**src/rtl/addr_stepper.sv**
```systemverilog
// addr_stepper: button-conditioned address sequencer for the lab1 display path.
// Three buttons (pause, speed-up, speed-down) are synchronised, debounced and
// edge-detected. An 8-bit address then advances once per step period, and the
// speed level selects that period.

// Per-button conditioning: 2-FF synchronizer, debouncer, rising-edge pulse.
module addr_stepper_btn #(
   parameter int unsigned DB_CYCLES = 1_000_000
) (
   input  logic clk,
   input  logic rst,
   input  logic raw,
   output logic press
);

   localparam int unsigned DB_W = (DB_CYCLES > 2) ? $clog2(DB_CYCLES) : 1;
   localparam logic [DB_W-1:0] DB_LAST = DB_W'(DB_CYCLES - 1);

   logic            sync_a;
   logic            sync_b;
   logic            level;
   logic            level_d;
   logic [DB_W-1:0] db_cnt;

   // Two-stage synchronizer for the asynchronous button input
   always_ff @(posedge clk or posedge rst) begin
      if (rst) begin
         sync_a <= 1'b0;
         sync_b <= 1'b0;
      end else begin
         sync_a <= raw;
         sync_b <= sync_a;
      end
   end

   // Accept a new level only after it has been stable for DB_CYCLES cycles
   always_ff @(posedge clk or posedge rst) begin
      if (rst) begin
         level  <= 1'b0;
         db_cnt <= '0;
      end else if (sync_b == level) begin
         db_cnt <= '0;
      end else if (db_cnt == DB_LAST) begin
         level  <= sync_b;
         db_cnt <= '0;
      end else begin
         db_cnt <= db_cnt + DB_W'(1);
      end
   end

   // One-cycle pulse on the rising edge of the debounced level
   always_ff @(posedge clk or posedge rst) begin
      if (rst) begin
         level_d <= 1'b0;
         press   <= 1'b0;
      end else begin
         level_d <= level;
         press   <= level & ~level_d;
      end
   end

endmodule

// Top level: pause/speed control and the step timer.
module addr_stepper #(
   parameter int unsigned DB_CYCLES   = 1_000_000,
   parameter int unsigned BASE_PERIOD = 100_000_000,
   parameter int unsigned SPD_MAX     = 7,
   parameter int unsigned SPD_RESET   = 2,
   parameter int unsigned ADDR_W      = 8
) (
   input  logic              clk,
   input  logic              rst,
   input  logic              btn_p,
   input  logic              btn_spdup,
   input  logic              btn_spddn,
   output logic [ADDR_W-1:0] addr,
   output logic              step,
   output logic              paused,
   output logic [2:0]        speed
);

   localparam int unsigned CNT_W    = $clog2(BASE_PERIOD);
   localparam logic [31:0] BASE     = 32'(BASE_PERIOD);
   localparam logic [2:0]  SPD_TOP  = 3'(SPD_MAX);
   localparam logic [2:0]  SPD_INIT = 3'(SPD_RESET);

   typedef enum logic {
      S_RUN   = 1'b0,
      S_PAUSE = 1'b1
   } run_state_t;

   run_state_t        state;
   run_state_t        state_nxt;
   logic [CNT_W-1:0]  cnt;
   logic [CNT_W-1:0]  cnt_nxt;
   logic [CNT_W-1:0]  last_c;
   logic [2:0]        speed_nxt;
   logic [ADDR_W-1:0] addr_nxt;
   logic              step_nxt;
   logic              terminal_c;
   logic              press_p;
   logic              press_up;
   logic              press_dn;

   addr_stepper_btn #(.DB_CYCLES(DB_CYCLES)) u_btn_p (
      .clk   (clk),
      .rst   (rst),
      .raw   (btn_p),
      .press (press_p)
   );

   addr_stepper_btn #(.DB_CYCLES(DB_CYCLES)) u_btn_up (
      .clk   (clk),
      .rst   (rst),
      .raw   (btn_spdup),
      .press (press_up)
   );

   addr_stepper_btn #(.DB_CYCLES(DB_CYCLES)) u_btn_dn (
      .clk   (clk),
      .rst   (rst),
      .raw   (btn_spddn),
      .press (press_dn)
   );

   // Next-state logic: tick counter, address step, speed level and pause toggle
   always_comb begin
      state_nxt  = state;
      cnt_nxt    = cnt;
      speed_nxt  = speed;
      addr_nxt   = addr;
      step_nxt   = 1'b0;
      last_c     = CNT_W'((BASE >> speed) - 32'd1);
      terminal_c = (state == S_RUN) && (cnt == last_c);

      // Counter runs only while not paused; the terminal count steps the address
      if (state == S_RUN) begin
         if (terminal_c) begin
            cnt_nxt  = '0;
            step_nxt = 1'b1;
            addr_nxt = addr + ADDR_W'(1);
         end else begin
            cnt_nxt = cnt + CNT_W'(1);
         end
      end

      // Saturating speed change; a real change restarts the period
      if (press_up && !press_dn && (speed < SPD_TOP)) begin
         speed_nxt = speed + 3'd1;
         cnt_nxt   = '0;
      end else if (press_dn && !press_up && (speed != 3'd0)) begin
         speed_nxt = speed - 3'd1;
         cnt_nxt   = '0;
      end

      if (press_p) begin
         state_nxt = (state == S_RUN) ? S_PAUSE : S_RUN;
      end
   end

   // State register
   always_ff @(posedge clk or posedge rst) begin
      if (rst) begin
         state <= S_RUN;
         cnt   <= '0;
         speed <= SPD_INIT;
         addr  <= '0;
         step  <= 1'b0;
      end else begin
         state <= state_nxt;
         cnt   <= cnt_nxt;
         speed <= speed_nxt;
         addr  <= addr_nxt;
         step  <= step_nxt;
      end
   end

   assign paused = (state == S_PAUSE);

endmodule

```
**config.mk**
```make
export PLATFORM = sky130hd
export DESIGN_NAME = addr_stepper
export DESIGN_NICKNAME = d
export VERILOG_FILES = /design/src/rtl/addr_stepper.sv
export SDC_FILE = /design/constraint.sdc
export NUM_CORES = 1
export LEC_CHECK = 0
export ABC_AREA = 1
export CAP_MARGIN = 20
export CORE_MARGIN = 4
export CORE_UTILIZATION = 40
export DETAILED_ROUTE_END_ITERATION = 12
export GPL_TIMING_DRIVEN = 0
export PLACE_DENSITY = 0.62
export SLEW_MARGIN = 20
export SYNTH_ARGS = -nofsm -noshare
export SYNTH_HDL_FRONTEND = slang
export SYNTH_SLANG_ARGS = --single-unit
```
**constraint.sdc**
```tcl
create_clock -name clk -period 9.2 [get_ports clk]
set_clock_uncertainty 0.2 [all_clocks]
set_input_delay 0.92 -clock clk [delete_from_list [all_inputs] [get_ports clk]]
set_output_delay 0.92 -clock clk [all_outputs]
set_load 0.02 [all_outputs]
```
After elaboration in Yosys (flattened, before gate mapping) --
Index checks and enable logic that the tools add are counted. Widths: inputs -> output; s select.
Storage, ports and cells: register bits 115, latch bits 0, bits in writable memories 0, memory bits (read-only) 0, memories kept 0
Operators by class: $add $sub $neg 8, multipliers 0, divide/modulo/power cells 0, magnitude comparators 1, equality and inequality tests 8, shift operators 1, muxes and demuxes 15, bitwise operators 10, reductions and logical operators 13
Operator list (count):
- $mux 20 | 6
- $mux 27 | 4
- $add 20x1->20 const B | 3
- $eq 20x20->1 const B | 3
- $add 27x1->27 const B | 1
- $eq 27x27->1 | 1
- $shr 27x3->27 const A | 1
- $sub 27x1->27 const B | 1
- $add 8x1->8 const B | 1
- $reduce_and 2->1 | 4
- $not 1->1 | 7
- $mux 3 | 2
- $logic_and 1x1->1 | 5
- $add 3x1->3 const B | 1
- $and 1x1->1 | 3
- $eq 1x1->1 | 3
- $lt 3x3->1 const B | 1
- $mux 1 | 3
- $ne 3x1->1 const B | 1
- $reduce_bool 3->1 | 1
- $sub 3x1->3 const B | 1
- $logic_not 1->1 | 2
- $reduce_bool 2->1 | 1

Longest topological paths before layout --
Gate-level depths: netlist of the first run.
depth in word-level cells 8, gate-level depth with buffers 18, mapped depth without buffers 17

Hierarchy --
From an unflattened synthesis of the first run, not the netlist that was laid out.
Unflattened totals: cell total of the unflattened synthesis 999, area, all modules 7339.5 um2
By module, submodules not included:
- addr_stepper_btn | times used 3, cells each 165, area each 1322.5 um2
- addr_stepper | times used 1, cells each 504, area each 3372.0 um2

Worst setup path after synthesis of the first run --
No wires, ideal clock.
kind flip-flop to flip-flop, from register speed[1], to register cnt[5], arrival 2233 ps, data required time 8874 ps, slack 6641 ps, cell stages (with the launch flop) 16, path buffers 2, cells stage by stage dfstp_2 > buf_4 > nand3_2 > ha_1 > inv_1 > nand2_1 > nand3_1 > nor2_1 > nand2_1 > nor2_1 > nand2_1 > nor2_4 > nand3_4 > nand2_4 > buf_8 > a21oi_2
Between the ends: cells in the longest elaborated chain, start to end 8, elaborated cells between the ends (all ways) 13, classes of those cells add/sub: 1; order compare: 1; eq/ne: 2; shift: 1; mux: 4; reduce/logical: 4
RTL lines:
- from (decl) | RTL line 80 | output logic [2:0] speed
- from (signal assigned) | RTL line 173 | speed <= speed_nxt;
- $shr 27x3->27 | RTL line 134 | last_c = CNT_W'((BASE >> speed) - 32'd1);
- $sub 27x1->27 | RTL line 134
- $eq 27x27->1 | RTL line 135 | terminal_c = (state == S_RUN) && (cnt == last_c);
- $logic_and 1x1->1 | RTL line 135
- $mux 27 | RTL line 139 | if (terminal_c) begin
- $mux 27 | RTL line 138 | if (state == S_RUN) begin
- $mux 27 | RTL line 152 | end else if (press_dn && !press_up && (speed != 3'd0)) begin
- $mux 27 | RTL line 149 | if (press_up && !press_dn && (speed < SPD_TOP)) begin
- to (signal assigned) | RTL line 172 | cnt <= cnt_nxt;
- to (decl) | RTL line 95 | logic [CNT_W-1:0] cnt;
Parallel ways exist; a longest one is shown, timed or not. The select of a mux whose other input is x is not followed. A chain may end at the register's enable or synchronous reset.

Final worst setup path of the first run --
from register speed[1], to register cnt[14]
Same word-level chain as after synthesis.

==> results of run 1 <==
==> power groups by stage <==
stage	Clock (mW)	Combinational, mW	Sequential (mW)
final	0.581	0.0260	0.514
after global routing	0.619	0.0307	0.514
after CTS	0.595	0.0272	0.514
after detailed placement	0	0.0270	0.522
after global placement	0	0.0252	0.523
after floorplan	0	0.0177	0.522
==> critical path: stages (launching register included) <==
cell and delay (ps):
dfstp_2 560, buf_4 210, nand3_2 170, ha_1 340, inv_1 40, nand2_1 80
nand3_1 70, nor2_1 100, nand2_1 60, nor2_1 160, nand2_1 110, nor2_4 160
nand3_4 180, nand2_4 170, buf_8 180, o21ai_2 60
==> registers in the layout (all words and copies together) (netlist names), 3 cells and up <==
| signal | flops |
|---|---|
| u_btn_dn.db_cnt | 20 |
| u_btn_p.db_cnt | 20 |
| u_btn_up.db_cnt | 20 |
| cnt | 27 |
| speed | 3 |
| addr | 8 |
==> cells in the mapped netlist (4+ instances only) <==
cell      count  share of area, %
a211oi_1      5              0.55
a21oi_1      31               2.3
buf_6         5              0.83
clkbuf_1      4              0.22
dfrtp_1     114                42
ha_1          6               1.1
inv_1       126               7.0
nand2_1     232                13
nand3_1      70               5.2
nand4_1      37               3.4
nor2_1      111               6.1
nor2_2        4              0.37
nor3_1       32               2.4
nor4_1       12               1.1
o21ai_0      36               2.7
o21ai_2       7              0.90
xnor2_1       7              0.90
xor2_1       30               3.9
==> placed cells by master, fill, tap and decap left out, types with 17 or more instances in the layout <==
| cell | netlist | final |
|---|---|---|
| nand2_1 | 232 | 232 |
| clkdlybuf4s50_1 | 0 | 17 |
| nand4_1 | 37 | 37 |
| xor2_1 | 30 | 30 |
| a21oi_1 | 31 | 31 |
| inv_1 | 126 | 125 |
| nand3_1 | 70 | 70 |
| nor2_1 | 111 | 111 |
| nor3_1 | 32 | 32 |
| clkbuf_16 | 0 | 17 |
| o21ai_0 | 36 | 36 |
| dfrtp_1 | 114 | 114 |
==> path summary, 6_finish.rpt <==
check,startpoint,end,slack (ps),depth (start not counted)
max,speed[1],cnt[14],6210,15
min,u_btn_p.sync_a,u_btn_p.sync_b,150,0
max reg2reg,speed[1],cnt[14],6210,15
min reg2reg,u_btn_p.sync_a,u_btn_p.sync_b,150,0
max in group asynchronous,rst,speed[1],7380,3
min in group asynchronous,rst,u_btn_up.sync_a,690,2
==> cells by family after synthesis <==
kind of cell               share of synthesized area (%)
xor gates and xnor gates                            4.77
and+or+nand+nor                                     34.0
AOI/OAI and AO/OA                                   7.85
buffers and inverters                               9.12
adders and majority gates                           1.40
muxes                                              0.497
DFF                                                 42.4
==> per-stage QoR <==
stage / area (um2) / cells / total power [mW] / util, % / worst slack (ps)
finish: 7790 / 1189 / 1.12 / 47.0 / 6210
global route: 7790 / 1189 / 1.16 / 47.0 / 5990
CTS: 7790 / 1189 / 1.14 / 47.0 / 6220
detailed placement: 7270 / 1157 / 0.550 / 43.8 / 6230
global placement: 7240 / 1156 / 0.548 / 43.6 / 3190
floorplan: 6790 / 919 / 0.540 / - / 5040
==> cell type report <==
cell class              count  share of cell area (%)
plain buffers              17                    1.65
clock buffers              22                    5.96
clock inverters            10                   0.771
inverters                 130                    6.36
multi-input cells         657                    42.2
flip-flops and latches    115                    36.9
well taps                 220                    3.53
repair buffers             18                    2.54
==> per-layer routing <==
| metal | wire length (um) | up-vias |
|---|---|---|
| li1 | - | 3055 |
| met1 | 7820 | 2772 |
| met2 | 7060 | 152 |
| met3 | 688 | 28 |
| met4 | 333 | 0 |
| met5 | 0 | - |
==> results.toml, run 1 <==
[synth]
synth_nets = 931
ys_async_sr_fraction_pct = 100
ys_seq_elements = 115
synthesis.instances = 919
yosys_warnings = 0
ys_seq_area_share_pct = 42.4
syn_avg_cell_area_um2 = 7.39
synth_edf_count = 0
synth_ff_type = "dfrtp_1"
ys_types = 50
syn_area_um2 = 6790

[grt]
use_met3_pct = 3.45
antenna_found_initial = 0
grt_pass1_vias = 5424
grt_overflow = 0
use_met1_pct = 23.9
grt_start_max_net_pins = 76
grtUsageTotal_pct = 16.8
grt_pass1_wl_mm = 26.8
grt_busiest_layer = "met2"
grt_use_met2_pct = 25.5

[cts]
cts_tree = "done"
insertion_delay_ps = 410
path_clk_slew_ps = 50
cts_setup_buffers = 0
cts_made_buffers = 17
root_buffer = "clkbuf_16"
cts_sinks = 115
cts_buffer_depth = 2
ctsResizeCount = 0
hold_buffers = 0
htree_levels = 4

[power_and_ir_drop]
internal_power_mw = 0.873
p_leak_nw = 3.60
pwr-share-comb_pct = 2.3
seqPwrFrac_pct = 45.9
max-vdd-ir-drop_uv = 127
clock_power_share_pct = 51.8
swShare_pct = 22.1
power_density_nw_per_um2 = 144
switching_power_mw = 0.247

[final_layout]
nNetsFinal = 968
antenna_cells = 0
layout.area.seq_um2 = 2880
layout-area-overhead-vs-synth_pct = 14.8
multi_input_area_um2 = 3290
fill_cells = 1664
drive_gt1_share_pct = 7.95

[sta]
final_hold_viol_count = 0
rsz0062_at_grt = "false"
drv_slew = 0
fin_crit_ps = 2990
post-route-period-util_pct = 32.5
tns_ps = 0
fmax_mhz = 334
relSlewSlack_pct = 55.8
setup_violations = 0
holdWs_ps = 146
worst_slew_pin_slew_ps = 656

[placed_design]
dp_hpwl_mm = 11.6
port_buffers = 17
globalplace.congestion = 0.940

[routing]
ant_nets = 0
wl_per_cell_um = 13.4
dr.pass1.iters = 5
drc = 0
routed_wl_mm = 15.9
via_count = 6007
drtIter0Drc = 409
viasPerCell = 5.05

[floorplan]
core_um2 = 16600
die_h_um = 138
die_area_um2 = 19100
placementRows = 47
start_util_pct = 40.9
die_w_um = 138
io_pins = 18

[critical_path]
arrival_ps = 3080
cp-end-kind = "register"
cp_max_fo = 10
startpoint_type = "register"
cp.required_ps = 9280
worstSetupPathType = "reg -> reg"

[run]
maxCapViolCount = 0

[status]
status = "finished, final reports clean"

[hold_path]
hold_class = "reg -> reg"
Note: power is estimated with default switching activity, not from simulation.
==> inputs of run 2 (changes only) <==
==> constraint.sdc (replaced) <==
create_clock -name clk -period 2.8 [get_ports clk]
set_clock_uncertainty 0.2 [all_clocks]
set_input_delay 0.28 -clock clk [delete_from_list [all_inputs] [get_ports clk]]
set_output_delay 0.28 -clock clk [all_outputs]
set_load 0.02 [all_outputs]
==> run 2 against run 1 <==
Non-clock buffer count increased by 17. Routed wire length increased by 0.31%. Sequential share of layout area decreased by 0.94 points. Largest cell class unchanged. Hold slack got worse by 42 ps. Critical path type unchanged. Critical endpoint is now cnt[23]. Die area unchanged. Register-to-register slack got worse by 6000 ps. Highest routed layer unchanged. First-iteration DRC count increased by 30%.
==> results.toml, run 2 (synthesis gave the netlist of run 1 again) <==
[status]
status = "finished, final reports clean"

[critical_path]
r2r-start = "speed[1]"
cp-end-kind = "register"
critPathMaxStageDelay_ps = 550
cp.required_ps = 2880
arrival_ps = 2700
path_common_cell = "nand2_1"
worstSetupPathType = "reg -> reg"
r2r_end = "cnt[23]"
ff2ff_path_depth = 15
cp_max_fo = 7
crit_buf_inv = 3
cp_slowest_cell = "dfstp_2"
worstPathCellList = "buf_8 -> nand3_4 -> ha_4 -> inv_1 -> nand2_1 -> nand3_1 -> nor2_1 -> nand2_1 -> nor2_2 -> nand2_1 -> nor2_4 -> nand3_4 -> nand2_4 -> buf_4 -> o21ai_0"
crit_family = "simple AND/OR/NAND/NOR gates"
regToRegSetupSlack_ps = 180
startpoint_type = "register"

[cts]
cts_buffer_depth = 2
path_clk_slew_ps = 50
cts_tree = "done"
cts_sinks = 115
root_buffer = "clkbuf_16"
cts_made_buffers = 17
htree_levels = 4
insertion_delay_ps = 420

[sta]
tns_ps = 0
drv_slew = 0
worst_slew_pin_slew_ps = 652
final_hold_viol_count = 0
fmax_mhz = 382
relSlewSlack_pct = 56.1
fin_crit_ps = 2620
post-route-period-util_pct = 93.5
setup_violations = 0
rsz0062_at_grt = "false"

[final_layout]
layout.cells.most_common = "nand2_1"
largest_reg_flops = 27
layout-area-overhead-vs-synth_pct = 17.8
multi_input_area_um2 = 3320
fill_cells = 1649
layoutNonFillerInstCount = 1205
drive_gt1_share_pct = 9.85
antenna_cells = 0
layout.area.seq_um2 = 2880
nNetsFinal = 985
regMostFlops = "cnt"
layout_common_cells = "231 x nand2_1, 125 x inv_1, 114 x dfrtp_1"

[grt]
grt_start_max_net_pins = 31
grt_overflow = 0
antenna_found_initial = 0
grt_pass1_vias = 5694
grt_pass1_wl_mm = 27.5
grtUsageTotal_pct = 17.4

[routing]
viasPerCell = 5.03
wl_met1_mm = 7.69
wl_met2_mm = 7.09
wl_met3_um = 754
via_count = 6058
wl_per_cell_um = 13.2
routed.top_layer = "met4"
drtIter0Drc = 533
ant_nets = 0
drc = 0
routed_wl_mm = 16.0
dr.pass1.iters = 5

[power_and_ir_drop]
power_density_nw_per_um2 = 459
p_leak_nw = 3.68
total_power_mw = 3.67
max-vdd-ir-drop_uv = 412

[floorplan]
io_pins = 18
core_um2 = 16600
die_h_um = 138
die_area_um2 = 19100
placementRows = 47
die_w_um = 138
start_util_pct = 40.9

[hold_path]
worstHoldStart = "btn_spddn"
hold_class = "in -> reg"
hold_path_depth = 1
hold_end = "u_btn_dn.sync_a"

[placed_design]
globalplace.congestion = 0.928
dp.cells = 1160
dp_hpwl_mm = 11.7
port_buffers = 17

[run]
maxCapViolCount = 0
run 2: layout make-up:
class | instances | area share (%)
Buffer | 17 | 1.86
Clock buffer | 20 | 5.59
Clock inverter | 11 | 0.814
Inverter | 130 | 6.21
Multi-Input combinational cell | 657 | 41.5
Sequential cell | 115 | 36.0
Tap cell | 220 | 3.44
Timing Repair Buffer | 35 | 4.57
run 2: metrics by stage:
step | setup slack [ps] | cell area, um2 | hold WS [ps] | utilization (%)
5_1_grt | 2.45 | 8000 | 94.1 | 48.2
2_1_floorplan | 241 | 6790 | 111 | -
6_report | 181 | 8000 | 104 | 48.2
4_1_cts | 28.9 | 7890 | 86.4 | 47.6
3_5_place_dp | -139 | 7330 | 143 | 44.2
3_3_place_gp | -243 | 7240 | 135 | 43.7
run 2: worst max path at each step:
| stage | start | depth (start not counted) | slack (ps) | end |
|---|---|---|---|---|
| 6_report | speed[1] | 15 | 180 | cnt[23] |
| 3_5_place_dp | speed[1] | 15 | -140 | cnt[14] |
| 4_1_cts | speed[2] | 16 | 30 | cnt[14] |
| 2_1_floorplan | speed[1] | 15 | 240 | cnt[5] |
| 5_1_grt | speed[1] | 15 | 2 | cnt[6] |
| 3_3_place_gp | rst | 2 | -240 | addr[7] |
run 2: timing repair:
item                                    in CTS  in global routing
endpoints found under the hold margin        9                  0
hold buffers                                 1                  0
resized for setup                            2                 10
buffers inserted                             5                  8
endpoints found under the setup margin      26                 34
pin swaps                                    2                  3
run 2: worst register-to-register path, cell delays in order, from the launching register on:
cell	delay [ps]
dfstp_2	550
buf_8	130
nand3_4	110
ha_4	290
inv_1	30
nand2_1	60
nand3_1	90
nor2_1	120
nand2_1	70
nor2_2	110
nand2_1	90
nor2_4	120
nand3_4	150
nand2_4	140
buf_4	130
o21ai_0	80
run 2: where the power goes:
part,internal (mW),switching (mW)
sequential,1.68,0.0102
combinational,0.0334,0.0627
clock,1.13,0.751
run 2: metal layers:
metal  up-vias  GRT usage, %
li1       3086             -
met3        33          3.18
met4         0          7.85
met2       141          26.2
met5         -             0
met1      2798          24.4
==> inputs of run 3 (changes only) <==
--- a/config.mk
+++ b/config.mk
@@ -12,6 +12,7 @@
 export DETAILED_ROUTE_END_ITERATION = 12
 export GPL_TIMING_DRIVEN = 0
 export PLACE_DENSITY = 0.62
+export REMOVE_ABC_BUFFERS = 1
 export SLEW_MARGIN = 20
 export SYNTH_ARGS = -nofsm -noshare
 export SYNTH_HDL_FRONTEND = slang
==> run 3 against run 2 <==
Die area unchanged. Final area decreased by 0.92%. First-iteration DRC count decreased by 2.8%. Utilization decreased by 0.45 points. Routed wire length increased by 4.4%. Register-to-register slack about the same. Total power increased by 5.3%. Critical path depth increased by 1. Sequential share of layout area increased by 0.48 points. Via count increased by 0.69%. Fmax decreased by 0.13%. Global-route usage increased by 0.45 points. Critical endpoint is now addr[0]. Largest cell class unchanged. Highest routed layer unchanged.
==> results.toml, run 3 (synthesis gave the netlist of run 1 again) <==
[cts]
hold_buffers = 0
root_buffer = "clkbuf_16"
cts_buffer_depth = 2
insertion_delay_ps = 410
path_clk_slew_ps = 60
htree_levels = 4
cts_made_buffers = 17
cts_sinks = 115
cts_tree = "done"

[final_layout]
drive_gt1_share_pct = 8.92
nNetsFinal = 966
layout_common_cells = "231 x nand2_1, 125 x inv_1, 112 x dfrtp_1"
regMostFlops = "cnt"
fill_cells = 1634
layout-area-overhead-vs-synth_pct = 16.7
multi_input_area_um2 = 3380
antenna_cells = 0
largest_reg_flops = 27
layout.area.seq_um2 = 2890
layout.cells.most_common = "nand2_1"

[grt]
grt_busiest_layer = "met2"
grt_overflow = 0
grt_start_max_net_pins = 76
grt_use_met2_pct = 27.9
grt_pass1_wl_mm = 28.3
grtUsageTotal_pct = 17.8
use_met3_pct = 4.56
antenna_found_initial = 0
grt_pass1_vias = 5829
use_met1_pct = 24.2

[placed_design]
post-place-ws_ps = -496
globalplace.congestion = 0.943
port_buffers = 17
dp_hpwl_mm = 11.6

[critical_path]
cp.required_ps = 2910
cp_max_fo = 8
crit_buf_inv = 4
worstSetupPathType = "reg -> reg"
crit_family = "simple AND/OR/NAND/NOR gates"
arrival_ps = 2730
critPathMaxStageDelay_ps = 660
regToRegSetupSlack_ps = 180
path_common_cell = "nand2_1"
r2r-start = "speed[1]"
r2r_end = "addr[0]"
cp-end-kind = "register"
ff2ff_path_depth = 16
cp_slowest_cell = "dfstp_4"
worstPathCellList = "nand3_4 -> ha_4 -> inv_1 -> nand2_1 -> nand3_1 -> nor2_1 -> nand2_1 -> nor2_4 -> nand2_2 -> nor2_4 -> nand3_4 -> buf_4 -> inv_4 -> nand2_1 -> nand2_1 -> inv_1"
startpoint_type = "register"

[sta]
fin_crit_ps = 2620
drv_slew = 0
worst_slew_pin_slew_ps = 756
holdWs_ps = 47.5
setup_violations = 0
tns_ps = 0
setup_ws_ps = 178
post-route-period-util_pct = 93.6
relSlewSlack_pct = 49.2
fmax_mhz = 381
final_hold_viol_count = 0

[power_and_ir_drop]
total_power_mw = 3.86
pwr-share-comb_pct = 2.2
switching_power_mw = 0.825
swShare_pct = 21.4
p_leak_nw = 3.63
internal_power_mw = 3.04
clock_power_share_pct = 54.1
max-vdd-ir-drop_uv = 439
power_density_nw_per_um2 = 487
seqPwrFrac_pct = 43.7

[floorplan]
die_h_um = 138
core_um2 = 16600
start_util_pct = 40.9
io_pins = 18
die_area_um2 = 19100
die_w_um = 138
placementRows = 47

[routing]
ant_nets = 0
drc = 0
routed_wl_mm = 16.7
via_count = 6100
wl_per_cell_um = 14.1
dr.pass1.iters = 5
drtIter0Drc = 518
viasPerCell = 5.15

[status]
status = "finished, final reports clean"

[hold_path]
hold_class = "in -> async"

[run]
maxCapViolCount = 0
-- run 3: cell type report --
class	count	share of cell area, %
multi-input combinational	659	42.6
timing repair buffer	31	3.89
clock buffer	19	5.72
sequential	115	36.5
tap	220	3.47
inverter	130	6.41
clock inverter	10	1.41
-- run 3: worst register-to-register path, delay by kind of cell, from the launching register on --
kind,cells,cell delay (ps)
fa+ha+maj,1,290
flops,1,660
simple gates,11,1040
buf+inv,4,330
-- run 3: repair_timing --
item                       in CTS  in global routing
setup endpoints to repair      36                 35
pin swaps                       1                  4
setup buffers                   7                  6
gates cloned                    1                  1
resized for setup              10                 12
-- run 3: how the worst max path moves through the flow --
stage                         from      end  slack, ps  cells past startpoint
after global placement         rst  addr[7]      -2520                      2
after detailed placement  speed[0]   cnt[5]       -500                      8
after floorplan                rst  addr[0]       -720                      1
final                     speed[1]  addr[0]        180                     16
after CTS                 speed[1]  addr[2]         60                     14
after global routing      speed[1]  addr[0]         -9                     16
-- run 3: stage by stage --
stage | utilization (%) | instances | area (um2)
after floorplan | - | 902 | 6660
after global placement | 42.9 | 1139 | 7110
after detailed placement | 43.1 | 1140 | 7140
after CTS | 47.1 | 1177 | 7820
after global routing | 47.8 | 1184 | 7920
final | 47.8 | 1184 | 7920
-- run 3: power groups by stage --
stage | sequential (mW) | clock, mW | combinational (mW)
floorplan | 1.71 | 0 | 0.0573
global placement | 1.72 | 0 | 0.0812
detailed placement | 1.72 | 0 | 0.0879
CTS | 1.69 | 2.14 | 0.0881
global route | 1.69 | 2.22 | 0.101
finish | 1.69 | 2.09 | 0.0837
-- run 3: layer usage --
metal	vias up	wire length, um
met5	-	0
met4	0	444
met1	2842	7900
li1	3056	-
met2	166	7310
met3	36	1000
